--- config.mk ---
export PLATFORM = sky130hd
export DESIGN_NAME = br_update_queue_flat
export DESIGN_NICKNAME = d
export VERILOG_FILES = /design/src/rtl/br_update_queue_if.sv /design/src/rtl/br_update_queue.sv /design/src/flat_wrapper.sv
export SDC_FILE = /design/constraint.sdc
export NUM_CORES = 1
export LEC_CHECK = 0
export CAP_MARGIN = 0
export CORE_MARGIN = 2
export CORE_UTILIZATION = 60
export DETAILED_ROUTE_END_ITERATION = 12
export MAX_ROUTING_LAYER = met4
export PLACE_DENSITY = 0.82
export SLEW_MARGIN = 10
export SYNTH_ARGS = -nofsm -noshare
export SYNTH_HDL_FRONTEND = slang
export SYNTH_SLANG_ARGS = --single-unit
--- constraint.sdc ---
create_clock -name clk_i -period 9.85 [get_ports clk_i]
set_input_delay 0.985 -clock clk_i [delete_from_list [all_inputs] [get_ports clk_i]]
set_output_delay 0.985 -clock clk_i [all_outputs]
set_load 0.02 [all_outputs]
--- src/rtl/br_update_queue_if.sv ---
// Handshake bundle between execute lanes, branch-update queue and PHT write port.
interface br_update_queue_if #(
  parameter int unsigned Depth = 8,
  parameter int unsigned IdxW  = 9,
  parameter int unsigned HistW = 9,
  parameter int unsigned CntW  = 2
);
  localparam int unsigned CountW = $clog2(Depth + 1);

  logic [1:0]         in_valid;
  logic [2*IdxW-1:0]  in_idx;
  logic [2*HistW-1:0] in_hist;
  logic [2*CntW-1:0]  in_cnt;
  logic [1:0]         in_taken;
  logic               in_ready;

  logic               out_valid;
  logic               out_ready;
  logic [IdxW-1:0]    out_idx;
  logic [HistW-1:0]   out_hist;
  logic [CntW-1:0]    out_cnt;

  logic [CountW-1:0]  count;
  logic [7:0]         drop_count;

  // Producer side: execute lanes plus predictor ready.
  modport master (
    output in_valid, in_idx, in_hist, in_cnt, in_taken, out_ready,
    input  in_ready, out_valid, out_idx, out_hist, out_cnt, count, drop_count
  );

  // Queue side.
  modport slave (
    input  in_valid, in_idx, in_hist, in_cnt, in_taken, out_ready,
    output in_ready, out_valid, out_idx, out_hist, out_cnt, count, drop_count
  );
endinterface

--- src/rtl/br_update_queue.sv ---
// Branch-update queue: takes up to two resolved branches per cycle, computes the
// saturated counter update, merges same-slot pairs and drains one update per cycle.
module br_update_queue #(
  parameter int unsigned Depth = 8,
  parameter int unsigned IdxW  = 9,
  parameter int unsigned HistW = 9,
  parameter int unsigned CntW  = 2
) (
  input logic              clk_i,
  input logic              rst_i,
  br_update_queue_if.slave bus_io
);

  localparam int unsigned PtrW   = $clog2(Depth);
  localparam int unsigned CountW = $clog2(Depth + 1);
  localparam logic [CntW-1:0] CntMax = {CntW{1'b1}};

  function automatic logic [CntW-1:0] cnt_upd(input logic [CntW-1:0] c, input logic t);
    if (t) return (c == CntMax) ? c : c + CntW'(1);
    else   return (c == '0)     ? c : c - CntW'(1);
  endfunction

  logic [IdxW-1:0]  idx_mem_q  [Depth];
  logic [HistW-1:0] hist_mem_q [Depth];
  logic [CntW-1:0]  cnt_mem_q  [Depth];

  logic [PtrW-1:0]   head_q, head_d, tail_q, tail_d;
  logic [CountW-1:0] count_q, count_d;
  logic [7:0]        drop_q, drop_d;
  logic [IdxW-1:0]   last_idx_q;
  logic [HistW-1:0]  last_hist_q;
  logic [CntW-1:0]   last_cnt_q;

  logic             v0, v1, t0, t1, merge, in_ready, out_valid, deq;
  logic [IdxW-1:0]  idx0, idx1;
  logic [HistW-1:0] hist0, hist1;
  logic [CntW-1:0]  cnt0, cnt1, new0, new1;
  logic [1:0]       enq_n, drop_n;
  logic [8:0]       drop_sum;

  logic             wr0_en, wr1_en;
  logic [PtrW-1:0]  wr0_ptr, wr1_ptr;
  logic [IdxW-1:0]  wr0_idx, wr1_idx;
  logic [HistW-1:0] wr0_hist, wr1_hist;
  logic [CntW-1:0]  wr0_cnt, wr1_cnt;

  assign v0    = bus_io.in_valid[0];
  assign v1    = bus_io.in_valid[1];
  assign t0    = bus_io.in_taken[0];
  assign t1    = bus_io.in_taken[1];
  assign idx0  = bus_io.in_idx[IdxW-1:0];
  assign idx1  = bus_io.in_idx[2*IdxW-1:IdxW];
  assign hist0 = bus_io.in_hist[HistW-1:0];
  assign hist1 = bus_io.in_hist[2*HistW-1:HistW];
  assign cnt0  = bus_io.in_cnt[CntW-1:0];
  assign cnt1  = bus_io.in_cnt[2*CntW-1:CntW];

  // Enqueue decode: counter updates, merge detection, write ports and drop accounting.
  always_comb begin
    in_ready = (count_q <= CountW'(Depth - 2));
    merge    = v0 && v1 && (idx0 == idx1) && (hist0 == hist1);
    new0     = cnt_upd(cnt0, t0);
    // A merged pair chains lane1's direction onto lane0's result.
    new1     = cnt_upd(merge ? new0 : cnt1, t1);

    wr0_en   = 1'b0;
    wr0_ptr  = tail_q;
    wr0_idx  = idx0;
    wr0_hist = hist0;
    wr0_cnt  = new0;
    wr1_en   = 1'b0;
    wr1_ptr  = tail_q + PtrW'(v0);
    wr1_idx  = idx1;
    wr1_hist = hist1;
    wr1_cnt  = new1;
    enq_n    = 2'd0;
    drop_n   = 2'd0;

    if (in_ready) begin
      if (merge) begin
        wr0_en  = 1'b1;
        wr0_cnt = new1;
        enq_n   = 2'd1;
      end else begin
        wr0_en = v0;
        wr1_en = v1;
        enq_n  = {1'b0, v0} + {1'b0, v1};
      end
    end else begin
      drop_n = {1'b0, v0} + {1'b0, v1};
    end

    drop_sum = {1'b0, drop_q} + 9'(drop_n);
    drop_d   = drop_sum[8] ? 8'hFF : drop_sum[7:0];
  end

  // Dequeue side and pointer/occupancy next state.
  always_comb begin
    out_valid = (count_q != '0);
    deq       = out_valid && bus_io.out_ready;
    head_d    = head_q + PtrW'(deq);
    tail_d    = tail_q + PtrW'(enq_n);
    count_d   = count_q + CountW'(enq_n) - CountW'(deq);
  end

  assign bus_io.in_ready   = in_ready;
  assign bus_io.out_valid  = out_valid;
  assign bus_io.out_idx    = out_valid ? idx_mem_q[head_q]  : last_idx_q;
  assign bus_io.out_hist   = out_valid ? hist_mem_q[head_q] : last_hist_q;
  assign bus_io.out_cnt    = out_valid ? cnt_mem_q[head_q]  : last_cnt_q;
  assign bus_io.count      = count_q;
  assign bus_io.drop_count = drop_q;

  // Control state; the last shown head is kept so out_* hold while empty.
  always_ff @(posedge clk_i) begin
    if (rst_i) begin
      head_q      <= '0;
      tail_q      <= '0;
      count_q     <= '0;
      drop_q      <= '0;
      last_idx_q  <= '0;
      last_hist_q <= '0;
      last_cnt_q  <= '0;
    end else begin
      head_q  <= head_d;
      tail_q  <= tail_d;
      count_q <= count_d;
      drop_q  <= drop_d;
      if (out_valid) begin
        last_idx_q  <= idx_mem_q[head_q];
        last_hist_q <= hist_mem_q[head_q];
        last_cnt_q  <= cnt_mem_q[head_q];
      end
    end
  end

  // Entry storage; contents need no reset because count gates visibility.
  always_ff @(posedge clk_i) begin
    if (!rst_i) begin
      if (wr0_en) begin
        idx_mem_q[wr0_ptr]  <= wr0_idx;
        hist_mem_q[wr0_ptr] <= wr0_hist;
        cnt_mem_q[wr0_ptr]  <= wr0_cnt;
      end
      if (wr1_en) begin
        idx_mem_q[wr1_ptr]  <= wr1_idx;
        hist_mem_q[wr1_ptr] <= wr1_hist;
        cnt_mem_q[wr1_ptr]  <= wr1_cnt;
      end
    end
  end

endmodule

--- src/flat_wrapper.sv ---
// flat-port wrapper written by rule: the top's interface ports become plain ports
module br_update_queue_flat 
#(
  parameter int unsigned Depth = 8,
  parameter int unsigned IdxW  = 9,
  parameter int unsigned HistW = 9,
  parameter int unsigned CntW  = 2
)
  (clk_i, rst_i, bus_io_in_valid, bus_io_in_idx, bus_io_in_hist, bus_io_in_cnt, bus_io_in_taken, bus_io_out_ready, bus_io_in_ready, bus_io_out_valid, bus_io_out_idx, bus_io_out_hist, bus_io_out_cnt, bus_io_count, bus_io_drop_count);
  br_update_queue_if #(.Depth(Depth), .IdxW(IdxW), .HistW(HistW), .CntW(CntW)) bus_io_i ();
  input logic clk_i;
  input logic rst_i;
  input wire logic [$bits(bus_io_i.in_valid)-1:0] bus_io_in_valid;
  input wire logic [$bits(bus_io_i.in_idx)-1:0] bus_io_in_idx;
  input wire logic [$bits(bus_io_i.in_hist)-1:0] bus_io_in_hist;
  input wire logic [$bits(bus_io_i.in_cnt)-1:0] bus_io_in_cnt;
  input wire logic [$bits(bus_io_i.in_taken)-1:0] bus_io_in_taken;
  input wire logic [$bits(bus_io_i.out_ready)-1:0] bus_io_out_ready;
  output wire logic [$bits(bus_io_i.in_ready)-1:0] bus_io_in_ready;
  output wire logic [$bits(bus_io_i.out_valid)-1:0] bus_io_out_valid;
  output wire logic [$bits(bus_io_i.out_idx)-1:0] bus_io_out_idx;
  output wire logic [$bits(bus_io_i.out_hist)-1:0] bus_io_out_hist;
  output wire logic [$bits(bus_io_i.out_cnt)-1:0] bus_io_out_cnt;
  output wire logic [$bits(bus_io_i.count)-1:0] bus_io_count;
  output wire logic [$bits(bus_io_i.drop_count)-1:0] bus_io_drop_count;
  assign bus_io_i.in_valid = bus_io_in_valid;
  assign bus_io_i.in_idx = bus_io_in_idx;
  assign bus_io_i.in_hist = bus_io_in_hist;
  assign bus_io_i.in_cnt = bus_io_in_cnt;
  assign bus_io_i.in_taken = bus_io_in_taken;
  assign bus_io_i.out_ready = bus_io_out_ready;
  assign bus_io_in_ready = bus_io_i.in_ready;
  assign bus_io_out_valid = bus_io_i.out_valid;
  assign bus_io_out_idx = bus_io_i.out_idx;
  assign bus_io_out_hist = bus_io_i.out_hist;
  assign bus_io_out_cnt = bus_io_i.out_cnt;
  assign bus_io_count = bus_io_i.count;
  assign bus_io_drop_count = bus_io_i.drop_count;
  br_update_queue #(.Depth(Depth), .IdxW(IdxW), .HistW(HistW), .CntW(CntW)) u_core (.clk_i(clk_i), .rst_i(rst_i), .bus_io(bus_io_i));
endmodule
## Word-level counts from Yosys, hierarchy flattened

Memory sizes are Yosys's and may differ from the RTL's. A register that Yosys moved wholly into a read port is not among the register bits.
Cells that the tools add are included.

| storage, ports and cells | value |
|---|---|
| word-level logic and storage cells | 62 |
| bits in writable memories | 160 |
| bits of input ports | 47 |
| memories kept | 3 |
| output and inout port bits | 34 |
| bits in registers | 38 |

Memories:

| name | depth | bits a word | read ports | clocked after memory_dff | wr ports | line | source |
|---|---|---|---|---|---|---|---|
| u_core.hist_mem_q | 8 | 9 | 1 | 1 | 2 | br_update_queue.sv:24 | `logic [HistW-1:0] hist_mem_q [Depth];` |
| u_core.idx_mem_q | 8 | 9 | 1 | 1 | 2 | br_update_queue.sv:23 | `logic [IdxW-1:0] idx_mem_q [Depth];` |
| u_core.cnt_mem_q | 8 | 2 | 1 | 1 | 2 | br_update_queue.sv:25 | `logic [CntW-1:0] cnt_mem_q [Depth];` |

| operators by class | value |
|---|---|
| reduce and logical (&&, ||, !) cells | 7 |
| equality and inequality tests | 4 |
| magnitude comparators | 1 |
| $add $sub $neg | 11 |
| muxes and demuxes | 29 |

Operator list:

| kind | number |
|---|---|
| $mux 2 | 13 |
| $eq 9x9->1 | 2 |
| $mux 9 | 2 |
| $mux 1 | 10 |
| $add 8x2->9 | 1 |
| $mux 3 | 3 |
| $mux 8 | 1 |
| $add 3x1->3 | 2 |
| $add 2x1->2 const B | 2 |
| $add 4x2->4 | 1 |
| $eq 2x2->1 const B | 2 |
| $le 4x3->1 const B | 1 |
| $logic_and 1x1->1 | 4 |
| $logic_not 2->1 | 2 |
| $reduce_bool 4->1 | 1 |
| $sub 2x1->2 const B | 2 |
| $sub 4x1->4 | 1 |
| $add 3x2->3 | 1 |
| $add 1x1->2 | 1 |

## Longest topological paths before layout

| logic depth | value |
|---|---|
| depth after elaboration | 9 |
| mapped depth | 14 |
| depth with buffers taken out | 13 |

## Worst setup path after synthesis

Ideal clock, no wire load.

| timing | value |
|---|---|
| path type | input -> register |
| from | input port bus_io_in_idx[3] |
| to | memory u_core.cnt_mem_q[0][0] (enable) |
| path slack | 5.125 ns |
| data arrival time | 4.271 ns |
| library setup time | 0.454 ns |
| buffers on the path | 2 |
| stages on the path | 8 |
| data required time | 9.396 ns |
| cell sequence | clkbuf_1 > xnor2_1 > nand4_1 > nor4b_2 > a21oi_1 > nand2b_1 > clkbuf_1 > o41ai_1 |

RTL lines:

| element | line | source |
|---|---|---|
| from (decl) | flat_wrapper.sv:14 | `input wire logic [$bits(bus_io_i.in_idx)-1:0] bus_io_in_idx;` |
| to (decl) | br_update_queue.sv:25 |  |

==> results.md <==
* Die area at 0.01842 sq mm
* Final worst path period share at 41.94%
* Max-cap viol count at 0
* Worst R2R End: u_core.idx_mem_q[2][3]
* Clock network fraction of total power at 24.8%
* DR DRC count at 0
* Fraction of the yosys area taken by sequential cells at 53.45%
* Die X-Extent at 135.7 um
* Setup TNS at 0 ps
* Crit. End Element: flop
* Comb pwr share at 35.3%
* Cells after Synth at 716
* Worst-Margin Slew at 911.8 ps
* Final ANT Viol Nets at 0
* Total Wirelength at 23.65 mm
* First-pass GRT wire length at 36.02 mm
* RePlAce Congestion at 0.8329
* Fmax at 242.1 MHz
* Post-DP HPWL at 15.08 mm
* Ant diodes at 0
* Final Setup Violations at 0
* #FFs+latches synth at 198
* Worst min path class: flop to flop
* Leak at 4.114 nW
* Nets at 822
* Mean Syn Cell Area at 14.54 sq um
* Core area at 0.01712 sq mm
* Asr flop ratio synth at 0%
* Critical path type: input port to flop
* Post-Syn Nets at 781
* Post-synth EDFFs at 160
* Share of layout cells above drive strength 1 at 31.82%
* Netlist Area Pre-Place at 0.01041 sq mm
* Rel. slew slack at 38.55%
* Num CTS Buffers at 17
* CTS H-tree depth at 4
* Cts hold-fix bufs at 0
* Vias per cell at 6.264
* Clk Latency, worst-skew pair at 430 ps
* PwrDens at 226.6 mW/mm^2
* Synth cell types at 41
* CP Max Fanout at 14
* Clock slew at reported path FFs at 70 ps
* Hold Path Origin: u_core.last_hist_q[8]
* Maximum VDD drop at 0.0001708 V
* Post-CTS Resized at 0
* Seq pwr share at 39.8%
* Sw Share at 31.73%
* Pins over their slew limit at 0
* Synth warn at 0
* Commonest non-fill, non-tap cells in the layout: edfxtp_1, mux2_2, clkdlybuf4s50_1, mux2i_1, mux4_2
* Final core utilization at 69.42%
* Gr usage total at 27.48%
* Data arrival, critical path at 4240 ps
* Flop2flop setup slack at 6420 ps
* Total grt overflow at 0
* Largest net degree at the start of global routing at 42
* Final setup skew at 8.880 ps
* Std cell rows at 48
* CTS tree: done
* Commonest non-fill, non-tap cell in the layout: edfxtp_1
* R2R depth at 7
* Io pins at 81
* Min-Delay Path Depth at 3
* Hold EP: u_core.last_hist_q[8]
* Clock Tree Buf Depth at 2
* Sw power at 0.8542 mW
* Int Pwr at 1.838 mW
* CP Data Required Time at 9960 ps
* RSZ-0062 raised after global routing: false
* Min cycle time layout at 4131 ps
* Initial DRT Pass Iterations at 5
* Vias in the first global route at 6,405
* Initial antenna violation count at 0
* Setup bufs post-CTS at 0
* Ys flop type: edfxtp_1
* Design Power at 2.692 mW
* Port buffer count at 80
* DRT iter0 DRCs at 624
* Area grow syn2layout at 14.11%
* Average wire per cell in the routed design at 23.77 um
* Status: finished clean
* Final hold violations at 0
* CTS sink count at 198
* Starting Density at 60.83%
* Root Buffer: clkbuf_16
* Die height at 135.7 um
* R2r startpoint: u_core.tail_q[0]
* Crit start category: input port
* Vias at 6,233
critical path: stages:
cell and delay (ps):
clkdlybuf4s50_1 600, xnor2_1 380, nand4_1 160, nor4b_2 340
a21oi_1 100, nand2b_1 420, o41ai_2 840, buf_4 400
area by class of cell:
type	count	area [sq um]
clock buffers	21	493.0
clock inverters	11	68.82
fillers	1156	5235
inverters	18	67.56
multi-input cells	423	4461
flip-flops and latches	198	5567
well taps	225	281.5
repair buffers	99	943.4
sequential cells by signal, summed over array words and instances, names as in the netlist:
register and count:
u_core.idx_mem_q 72, u_core.cnt_mem_q 16, u_core.head_q 3, u_core.bus_io.drop_count 8, u_core.bus_io.count 4, u_core.hist_mem_q 72
u_core.last_cnt_q 2, u_core.tail_q 3, u_core.last_hist_q 9, u_core.last_idx_q 9
synthesized netlist by cell type (15+ instances only):
| master | instances | share of area [%] |
|---|---|---|
| edfxtp_1 | 160 | 46 |
| dfxtp_1 | 38 | 7.3 |
| clkbuf_1 | 34 | 1.2 |
| mux2_4 | 34 | 4.9 |
| nor2b_1 | 27 | 1.6 |
| ha_1 | 15 | 1.8 |
| nand2_1 | 30 | 1.1 |
| buf_2 | 15 | 0.72 |
| mux2i_1 | 42 | 4.0 |
| mux2_2 | 109 | 12 |
| nor2_1 | 17 | 0.61 |
| o21ai_0 | 22 | 1.1 |
| inv_1 | 18 | 0.65 |
| xnor2_1 | 25 | 2.1 |
| mux4_2 | 40 | 8.7 |
stage by stage:
step	worst slack, ps	hold WS, ps	cell area, sq um	cells
floorplan	5125	557.5	10410	716
global placement	5472	531.1	11320	963
detailed placement	5290	562.1	11320	963
CTS	5722	572.2	11880	995
global route	5543	613.6	11880	995
finish	5719	586.7	11880	995
power by group through the flow:
stage / Sequential [mW] / Combinational (mW) / Clock, mW
floorplan: 1.08 / 0.623 / 0
detailed placement: 1.09 / 0.948 / 0
CTS: 1.07 / 0.954 / 0.670
global placement: 1.08 / 0.921 / 0
global route: 1.08 / 1.02 / 0.701
finish: 1.07 / 0.952 / 0.668
worst max path at each step:
stage	startpoint	end	slack (ps)	depth (start not counted)
after CTS	u_core.head_q[0]	bus_io_out_idx[2]	5720	5
after detailed placement	bus_io_in_idx[10]	u_core.hist_mem_q[0][2]	5290	8
after global routing	u_core.head_q[0]	bus_io_out_idx[5]	5540	5
after global placement	bus_io_in_idx[10]	u_core.hist_mem_q[0][2]	5470	8
after floorplan	bus_io_in_idx[3]	u_core.cnt_mem_q[0][0]	5120	8
final	bus_io_in_idx[10]	u_core.hist_mem_q[0][2]	5720	8
routing by layer:
layer | global-route usage (%) | up-vias | wire length [um]
met1 | 35.21 | 3179 | 9712
met2 | 44.78 | 253 | 11970
met5 | - | - | 0
li1 | - | 2753 | -
met3 | 4.527 | 48 | 1397
met4 | 9.780 | 0 | 569
logic make-up after synthesis:
group / count (synthesis) / share of synthesized area, %
simple gates: 104 / 5.503
xor+xnor: 28 / 2.355
mux: 227 / 29.60
flops: 198 / 53.45
fa+ha+maj: 19 / 2.475
buf+inv: 95 / 4.266
compound gates: 45 / 2.355
Note: power is estimated with default switching activity, not from simulation.
==> RTL change: new RTL, same settings <==
`IdxW` is set to 9 in 3 places; all go to 8.
--- a/src/rtl/br_update_queue_if.sv
+++ b/src/rtl/br_update_queue_if.sv
@@ -2,5 +2,5 @@
 interface br_update_queue_if #(
   parameter int unsigned Depth = 8,
-  parameter int unsigned IdxW  = 9,
+  parameter int unsigned IdxW  = 8,
   parameter int unsigned HistW = 9,
   parameter int unsigned CntW  = 2
--- a/src/rtl/br_update_queue.sv
+++ b/src/rtl/br_update_queue.sv
@@ -3,5 +3,5 @@
 module br_update_queue #(
   parameter int unsigned Depth = 8,
-  parameter int unsigned IdxW  = 9,
+  parameter int unsigned IdxW  = 8,
   parameter int unsigned HistW = 9,
   parameter int unsigned CntW  = 2
--- a/src/flat_wrapper.sv
+++ b/src/flat_wrapper.sv
@@ -3,5 +3,5 @@
 #(
   parameter int unsigned Depth = 8,
-  parameter int unsigned IdxW  = 9,
+  parameter int unsigned IdxW  = 8,
   parameter int unsigned HistW = 9,
   parameter int unsigned CntW  = 2
Interface: changed (resized bus_io_in_idx and bus_io_out_idx); port bits go from 81 to 78. No check against the original RTL was run, so the function may have changed too.
==> RTL change against the original RTL <==
Final area is 2.8% lower; register-to-register slack worse by 0.14 ns; synthesized area is 2.9% lower; largest power group unchanged; setup slack worse by 0.32 ns; final cell count is 1.6% lower; routed wire length is 2.9% lower; clock skew hardly changed; sequential cell count is 9 lower; power is 2.8% lower; combinational power is 6.7% lower.
==> RTL change: results (changes against the original RTL) <==
Worst setup path
  • FF-to-FF setup slack: 6.28 ns (-0.14 ns)
  • Max FO, Critical Path: 12 (-2)
  • Critical R2R Launch: u_core.bus_io.count[3]$_SDFF_PP0_
  • Crit path DAT: 4.57 ns (+0.33 ns)

Logic synthesis
  • Largest cells by area after synthesis: edfxtp_1, mux2_2, mux4_2, dfxtp_1, mux2i_1
  • Unique masters post-synth: 51 (+24%)
  • Syn Nets: 768 (-1.7%)
  • Mapped Cells: 705 (-1.5%)
  • Top post-synthesis cells by count: edfxtp_1, mux2_2, mux4_2
  • Sequential area share after synthesis: 52.4% (-1.0 points)
  • Number of flops mapped to enable cells by yosys: 152 (-5.0%)

Detailed routing
  • WL met2: 11.8 mm (-1.4%)
  • DRT iter0 DRCs: 506 (-19%)
  • Mean number of vias per cell: 6.29 (+0.44%)
  • DR WL/cell: 23.4 um (-1.4%)
  • Routed length on met1: 9.34 mm (-3.9%)

Global route
  • Gr usage total: 27.6% (+0.14 points)
  • First-pass GRT wire length: 35.6 mm (-1.3%)
  • Largest net degree at the start of global routing: 40 (-4.8%)

Power and ir drop
  • Int Power: 1780 uW (-3.0%)
  • Worst VDD drop: 156 uV (-8.5%)
  • Leakage: 0.00395 uW (-4.1%)

Placed design
  • Dpl cells: 947 (-1.7%)
  • IO Port Bufs: 77 (-3.8%)
  • Final GP Congestion: 0.853 (+2.4%)
  • Detail Placement HPWL: 14.6 mm (-3.0%)

Layout
  • Ratio of cells with drive above 1 in the final layout: 31.9% (+0.066 points)
  • Biggest regs: u_core.hist_mem_q: 72 flops, u_core.idx_mem_q: 64 flops, u_core.cnt_mem_q: 16 flops
  • Final #Nets: 809 (-1.6%)
  • Fin cells: 979 (-1.6%)

Min path
  • Worst min-delay path startpoint: u_core.last_hist_q[1]$_SDFF_PP0_
  • Min-Delay Endpoint: u_core.last_hist_q[1]$_SDFF_PP0_

Timing
  • Slew HR: 19.5% (-19 points)
  • Post-route clock skew: 0.00866 ns (-0.000219 ns)
  • Worst hold margin: 0.579 ns (-0.00794 ns)

Run status
  • Status: complete, no violations
RTL change: cell types whose count changed after synthesis, moves of 8 or more:
cell / unedited run / this run
and2_1: 0 / 19
edfxtp_1: 160 / 152
nor2b_1: 27 / 8
mux2i_1: 42 / 32
mux2_4: 34 / 18
mux2_1: 2 / 10
mux2_2: 109 / 118
RTL change: critical path, stage by stage:
cell and delay (ns):
clkdlybuf4s50_1 0.58, xnor2_1 0.40, nand4_1 0.24, nor3_4 0.48, a21o_1 0.19, nand2_1 0.26
o41ai_2 1.03, buf_4 0.40
RTL change: logic make-up (layout without fill, tap and decap cells):
logic type / count (synthesis) / after routing / share of synthesized area, %
multiplexers: 217 / 217 / 28.7
flip-flops: 189 / 189 / 52.4
AND/OR/NAND/NOR: 112 / 112 / 6.31
buffers and inverters: 86 / 140 / 3.93
AO/OA/AOI/OAI: 54 / 54 / 3.65
XOR/XNOR: 28 / 28 / 2.42
adder cells (fa/ha/maj): 19 / 19 / 2.55
RTL change: cell type report:
| class | instances | area [um^2] |
|---|---|---|
| inverters | 20 | 75.1 |
| clock inverters | 12 | 138 |
| well taps | 220 | 275 |
| fillers | 1074 | 4970 |
| multi-input cells | 430 | 4460 |
| repair buffers | 88 | 853 |
| flip-flops and latches | 189 | 5310 |
| clock buffers | 20 | 437 |
RTL change: power groups by stage:
stage | clock, uW | combinational, uW | sequential (uW)
after detailed placement | 0 | 884 | 1070
after global placement | 0 | 854 | 1060
after CTS | 682 | 891 | 1050
final | 679 | 888 | 1050
after global routing | 711 | 954 | 1060
after floorplan | 0 | 596 | 1040
RTL change: worst max path at each step:
| stage | slack, ns | to | depth (start not counted) | start |
|---|---|---|---|---|
| final | 5.40 | u_core.hist_mem_q[0][2]$_DFFE_PP_ | 8 | bus_io_in_idx[9] |
| after global routing | 5.18 | u_core.hist_mem_q[0][2]$_DFFE_PP_ | 8 | bus_io_in_idx[1] |
| after CTS | 5.37 | u_core.idx_mem_q[0][6]$_DFFE_PP_ | 8 | bus_io_in_idx[9] |
| after detailed placement | 4.92 | u_core.hist_mem_q[0][3]$_DFFE_PP_ | 8 | bus_io_in_idx[9] |
| after global placement | 5.08 | u_core.hist_mem_q[0][2]$_DFFE_PP_ | 8 | bus_io_in_idx[9] |
| after floorplan | 5.10 | u_core.cnt_mem_q[0][0]$_DFFE_PP_ | 7 | bus_io_in_idx[5] |
RTL change: per-stage QoR:
step                      setup WS, ns  total power (uW)  utilization, %
after detailed placement          4.92              1950            66.4
after CTS                         5.37              2620            69.9
after floorplan                   5.10              1630               -
after global placement            5.08              1910            66.4
after global routing              5.18              2720            69.9
final                             5.40              2620            69.9
RTL change: routing by layer:
metal | track usage [%] | vias to the layer above
met3 | 5.25 | 49
met2 | 45.9 | 224
met4 | 10.3 | 0
met1 | 33.9 | 3157
li1 | - | 2730
met5 | - | -
